File: src/rtl/toy_pkg.sv
// Shared constants for the toy core: datapath widths, opcodes and fetch FSM encoding.
package toy_pkg;
  localparam int ADDR_W = 12;
  localparam int INST_W = 16;
  localparam int OP_W   = 4;

  localparam logic [OP_W-1:0] OP_HALT = 4'hF;

  typedef enum logic {
    FETCH  = 1'b0,
    HALTED = 1'b1
  } fetch_state_e;

  function automatic logic [OP_W-1:0] opcode(input logic [INST_W-1:0] inst);
    return inst[INST_W-1 -: OP_W];
  endfunction
endpackage

File: src/rtl/fetch_queue.sv
// Small synchronous FIFO holding {pc, inst} fetch entries; flush dominates push and pop.
module fetch_queue #(
  parameter  int WIDTH = 28,
  parameter  int DEPTH = 4,
  localparam int PTR_W = $clog2(DEPTH),
  localparam int CNT_W = PTR_W + 1
) (
  input  logic             clk,
  input  logic             rst,
  input  logic             push,
  input  logic             pop,
  input  logic             flush,
  input  logic [WIDTH-1:0] wdata,
  output logic [WIDTH-1:0] rdata,
  output logic             full,
  output logic             empty,
  output logic [CNT_W-1:0] count
);
  logic [DEPTH-1:0][WIDTH-1:0] mem;
  logic [PTR_W-1:0]            rd_ptr, wr_ptr;
  logic                        do_push, do_pop;

  assign empty   = (count == '0);
  assign full    = (count == CNT_W'(DEPTH));
  assign do_pop  = pop && !empty;
  // A full queue still accepts a word when the head leaves on the same edge.
  assign do_push = push && (!full || do_pop);
  assign rdata   = empty ? '0 : mem[rd_ptr];

  always_ff @(posedge clk)
    if (do_push && !flush) mem[wr_ptr] <= wdata;

  always_ff @(posedge clk or posedge rst) begin
    if (rst) begin
      rd_ptr <= '0;
      wr_ptr <= '0;
      count  <= '0;
    end else if (flush) begin
      rd_ptr <= '0;
      wr_ptr <= '0;
      count  <= '0;
    end else begin
      if (do_push) wr_ptr <= wr_ptr + 1'b1;
      if (do_pop)  rd_ptr <= rd_ptr + 1'b1;
      case ({do_push, do_pop})
        2'b10:   count <= count + CNT_W'(1);
        2'b01:   count <= count - CNT_W'(1);
        default: ;
      endcase
    end
  end
endmodule

File: src/rtl/fetch_unit.sv
// Instruction fetch: PC register, HALT/redirect FSM and prefetch queue feeding decode.
module fetch_unit #(
  parameter int                   ADDR_W   = toy_pkg::ADDR_W,
  parameter int                   INST_W   = toy_pkg::INST_W,
  parameter int                   DEPTH    = 4,
  parameter logic [ADDR_W-1:0]    RESET_PC = '0,
  parameter logic [3:0]           HALT_OP  = toy_pkg::OP_HALT
) (
  input  logic              clk,
  input  logic              rst,
  output logic [ADDR_W-1:0] imem_addr,
  input  logic [INST_W-1:0] imem_inst,
  output logic              dec_valid,
  input  logic              dec_ready,
  output logic [INST_W-1:0] dec_inst,
  output logic [ADDR_W-1:0] dec_pc,
  input  logic              redirect,
  input  logic [ADDR_W-1:0] redirect_pc,
  output logic              halted
);
  import toy_pkg::*;

  typedef struct packed {
    logic [ADDR_W-1:0] pc;
    logic [INST_W-1:0] inst;
  } fq_entry_t;

  fetch_state_e          state;
  logic [ADDR_W-1:0]     pc;
  fq_entry_t             wr_entry, rd_entry;
  logic                  q_full, q_empty, push, pop;
  logic [$clog2(DEPTH):0] q_count;

  assign imem_addr = pc;
  assign dec_valid = (q_count != '0);
  assign dec_inst  = rd_entry.inst;
  assign dec_pc    = rd_entry.pc;
  assign pop       = !q_empty && dec_ready;
  // Redirect suppresses the push: the word at the old pc belongs to the flushed path.
  assign push      = (state == FETCH) && !redirect && (!q_full || pop);
  assign wr_entry  = '{pc: pc, inst: imem_inst};

  fetch_queue #(.WIDTH($bits(fq_entry_t)), .DEPTH(DEPTH)) u_queue (
    .clk   (clk),
    .rst   (rst),
    .push  (push),
    .pop   (pop),
    .flush (redirect),
    .wdata (wr_entry),
    .rdata (rd_entry),
    .full  (q_full),
    .empty (q_empty),
    .count (q_count)
  );

  always_ff @(posedge clk or posedge rst) begin
    if (rst) begin
      state  <= FETCH;
      pc     <= RESET_PC;
      halted <= 1'b0;
    end else if (redirect) begin
      state  <= FETCH;
      pc     <= redirect_pc;
      halted <= 1'b0;
    end else if (push) begin
      pc <= pc + 1'b1;
      if (imem_inst[INST_W-1 -: 4] == HALT_OP) begin
        state  <= HALTED;
        halted <= 1'b1;
      end
    end
  end
endmodule

File: config.mk
export PLATFORM = sky130hd
export DESIGN_NAME = fetch_unit
export DESIGN_NICKNAME = d
export VERILOG_FILES = /design/src/rtl/toy_pkg.sv /design/src/rtl/fetch_queue.sv /design/src/rtl/fetch_unit.sv
export SDC_FILE = /design/constraint.sdc
export NUM_CORES = 1
export LEC_CHECK = 0
export CAP_MARGIN = 25
export CORE_MARGIN = 5
export CORE_UTILIZATION = 57
export CTS_CLUSTER_DIAMETER = 40
export CTS_CLUSTER_SIZE = 30
export DETAILED_ROUTE_END_ITERATION = 10
export DONT_BUFFER_PORTS = 1
export PLACE_DENSITY = 0.75
export SYNTH_ARGS = -nofsm -noshare
export SYNTH_HDL_FRONTEND = slang
export SYNTH_SLANG_ARGS = --single-unit
File: constraint.sdc
create_clock -name clk -period 2.2 [get_ports clk]
set_input_delay 0 -clock clk [delete_from_list [all_inputs] [get_ports clk]]
set_output_delay 0 -clock clk [all_outputs]
set_load 0.01 [all_outputs]
==> metrics.md <==
| Metric | Value |
|---|---|
| Final setup TNS | `0 ns` |
| Netlist cell types | `41` |
| Die area | `~12000 µm²` |
| Crit path from | `u_queue.count[0]$_DFFE_PP0P_` |
| GRT Residual Overflow | `0` |
| Number of synthesized flops with an enable pin | `112` |
| Chip Width | `between 100 and 150 µm` |
| Most frequent CP cell | `or3_1` |
| Share of layout cells above drive strength 1 | `23.04%` |
| CTS buffer count | `17` |
| Final ANT Viol Nets | `0` |
| DP HPWL | `around 6000 µm` |
| Synth Area in XOR/XNOR | `2.549%` |
| Iter 0 DRT Violations | `145` |
| Worst setup path class | `reg -> reg` |
| Register Area | `3865 µm²` |
| Largest family of logic cells by synthesized area | `multiplexers` |
| Reg2reg start | `u_queue.count[0]$_DFFE_PP0P_` |
| Detailed Routing Iterations Pass 1 | `4` |
| Async set-or-reset flop fraction in the synthesized netlist | `15.15%` |
| Crit. End Element | `flip-flop` |
| FP Rows | `35` |
| Synth warnings | `0` |
| Final cell utilization of the core | `71.67%` |
| Sequential fraction of the synthesis area | `70.92%` |
| Complex-gate fraction of the synthesized area | `1.677%` |
| Clk slew on worst S/H paths | `about 0.060 ns` |
| Post-Synth Adder-Cell Area | `1.516%` |
| Vias in the first global route | `3076` |
| Mapped cell area | `5448 µm²` |
| CTS root buf | `clkbuf_8` |
| CP required | `2.63 ns` |
| Leakage Power | `2.263 nW` |
| CP max stage delay | `approximately 0.4 ns` |
| Worst IR Drop VDD | `between 600 and 700 µV` |
| Mux contribution to synthesized area | `between 10% and 20%` |
| Yosys reg bits | `132` |
| Max transition margin | `46.67%` |
| I/O Buffers | `0` |
| Minimum clock period | `2.086 ns` |
| Fill count | `584` |
| Total track usage | `19.44%` |
| I/O pin count | `74` |
| Fin nets | `between 300 and 400` |
| Clock Path Buffers | `2` |
| Run status | `finished, final reports clean` |
| Ant diodes | `0` |
| Most common cell after layout, fill and taps aside | `edfxtp_1` |
| Syn nets | `approximately 340` |
| P&R area growth vs syn | `22.14%` |
| DR DRC count | `0` |
| Mapped Cells | `304` |
| CTS tree | `done` |
| Initial antenna violation count | `0` |
| HP Start | `redirect` |
| Crit-path cells | `or3_1 -> nand2_2 -> nor2_1 -> fa_2 -> or3_1 -> a21o_1 -> a31oi_1` |
| Power density cells | `1189 nW/µm²` |
| Global-route wire length before repair | `16630 µm` |
| Max cap viols | `0` |
| Post-Synth Simple-Gate Area | `under 10%` |
| Crit Path Max Fanout | `4` |
| Synth Flop Type | `edfxtp_1` |
| Final Hold Violating Endpoints | `0` |
| Mean routed wirelength per cell | `20.90 µm` |
| Chip height | `107.8 µm` |
| Worst hold path type | `in -> reg` |
| Clk_lat worst skew | `between 0.5 and 0.6 ns` |
| RSZ-0062 raised after global routing | `false` |
| Worst Path Arrival | `2.51 ns` |
| Fmax | `about 0.48 GHz` |
| CP max stage cell | `or3_1` |
| CP startpoint kind | `flip-flop` |
| Total routed wirelength | `10410 µm` |
| Core area | `approximately 9300 µm²` |
| Multi-input logic area | `1508 µm²` |
| Final GP Congestion | `about 0.77` |
| Largest net degree at the start of global routing | `34` |
| DR vias/cell | `~5.8` |
| Final period utilization | `94.83%` |
| Avg Inst Size Synth | `17.92 µm²` |
| Slew @ Worst Pin | `0.7990 ns` |
| Commonest non-fill, non-tap cells in the layout | `edfxtp_1, and2_1, dlygate4sd3_1` |
| Skew final | `0.007679 ns` |
| H-tree Lvls | `4` |
| Setup violators final | `0` |
| Clock sink count | `132` |
| Slew Limit Fails | `0` |
| Via Count | `2868` |
| Initial Utilization | `58.68%` |
[stage by stage]
step	area [µm²]	power [mW]	hold slack, ns	setup slack, ns	instances
after floorplan	5448	4.636	-0.03617	0.01473	304
after global routing	6654	8.284	0.05418	0.02400	498
after CTS	6624	7.981	0.04323	0.05460	497
final	6654	7.912	0.06288	0.1138	498
after global placement	5710	5.081	0.06770	0.1128	433
after detailed placement	5710	5.125	0.06967	0.07454	433
[report_power, final]
part	internal [mW]	switching, mW	leakage, nW
clock	1.73	1.05	0.283
combinational	0.843	1.01	0.700
sequential	3.08	0.193	1.28
[timing repair]
item / in CTS / in global routing
endpoints found under the hold margin: 104 / 0
endpoints found under the setup margin: 0 / 1
gates resized for setup: 0 / 1
hold buffers: 32 / 0
setup buffers: 0 / 0
[cell usage after synthesis, types with 2 or more instances]
cell type | number | area share [%]
a21oi_1 | 2 | 0.18
and2_1 | 32 | 3.7
buf_2 | 6 | 0.55
clkbuf_1 | 7 | 0.48
dfrtp_1 | 20 | 9.2
edfxtp_1 | 112 | 62
ha_1 | 5 | 1.1
inv_1 | 3 | 0.21
mux2i_1 | 2 | 0.37
mux4_2 | 28 | 12
nand2_1 | 16 | 1.1
nand2b_1 | 2 | 0.23
nand3_1 | 3 | 0.28
nand3b_1 | 2 | 0.28
nand4_1 | 2 | 0.23
nor2_1 | 9 | 0.62
nor3_1 | 3 | 0.28
nor4_1 | 3 | 0.34
nor4_2 | 2 | 0.46
o21ai_0 | 3 | 0.28
o21ai_1 | 9 | 0.83
or3_1 | 2 | 0.23
xnor2_1 | 11 | 1.8
xor2_1 | 3 | 0.48
[final timing paths]
check                           cells past startpoint  slack [ns]                       endpoint
worst min register to register                      2        0.61   u_queue.count[2]$_DFFE_PP0P_
worst min-delay path                                3        0.06      u_queue.mem[16]$_DFFE_PP_
min in group asynchronous                           2        0.09      imem_addr[10]$_DFFE_PP0P_
worst max-delay path                                7        0.11   u_queue.count[2]$_DFFE_PP0P_
worst max register to register                      7        0.11   u_queue.count[2]$_DFFE_PP0P_
max in group asynchronous                           2        1.55  u_queue.rd_ptr[0]$_DFFE_PP0P_
[sequential cells by signal, summed over array words and instances (netlist names)]
register        flops
imem_addr          12
u_queue.wr_ptr      2
u_queue.mem       112
u_queue.rd_ptr      2
u_queue.count       3
state               1
[per-layer routing]
layer,up-vias,global-route usage [%],wire (µm)
met5,-,0,0
met2,89,31.57,5324
met1,1484,25.37,4404
li1,1285,-,-
met4,0,6.312,82
met3,10,5.759,596
[critical path: cells and delay by family, from the launching register on]
family | cells | cell delay, ns
flip-flops | 1 | 0.38
AND/OR/NAND/NOR | 4 | 0.98
adder cells (fa/ha/maj) | 1 | 0.38
AO/OA/AOI/OAI | 2 | 0.27
[area by class of cell]
cell class	instances	area share [%]
multi-input cells	155	22.66
flip-flops and latches	132	58.09
clock inverters	15	2.689
inverters	3	0.1692
repair buffers	47	7.747
clock buffers	17	6.224
well taps	129	2.426
[kinds of logic (layout without fill, tap and decap cells)]
family / Yosys count / in the layout
fa+ha+maj: 6 / 6
xor+xnor: 15 / 15
mux: 32 / 32
compound gates: 17 / 17
simple gates: 85 / 85
buf+inv: 17 / 82
flops: 132 / 132
No activity file was read; power rests on OpenSTA's default activity.
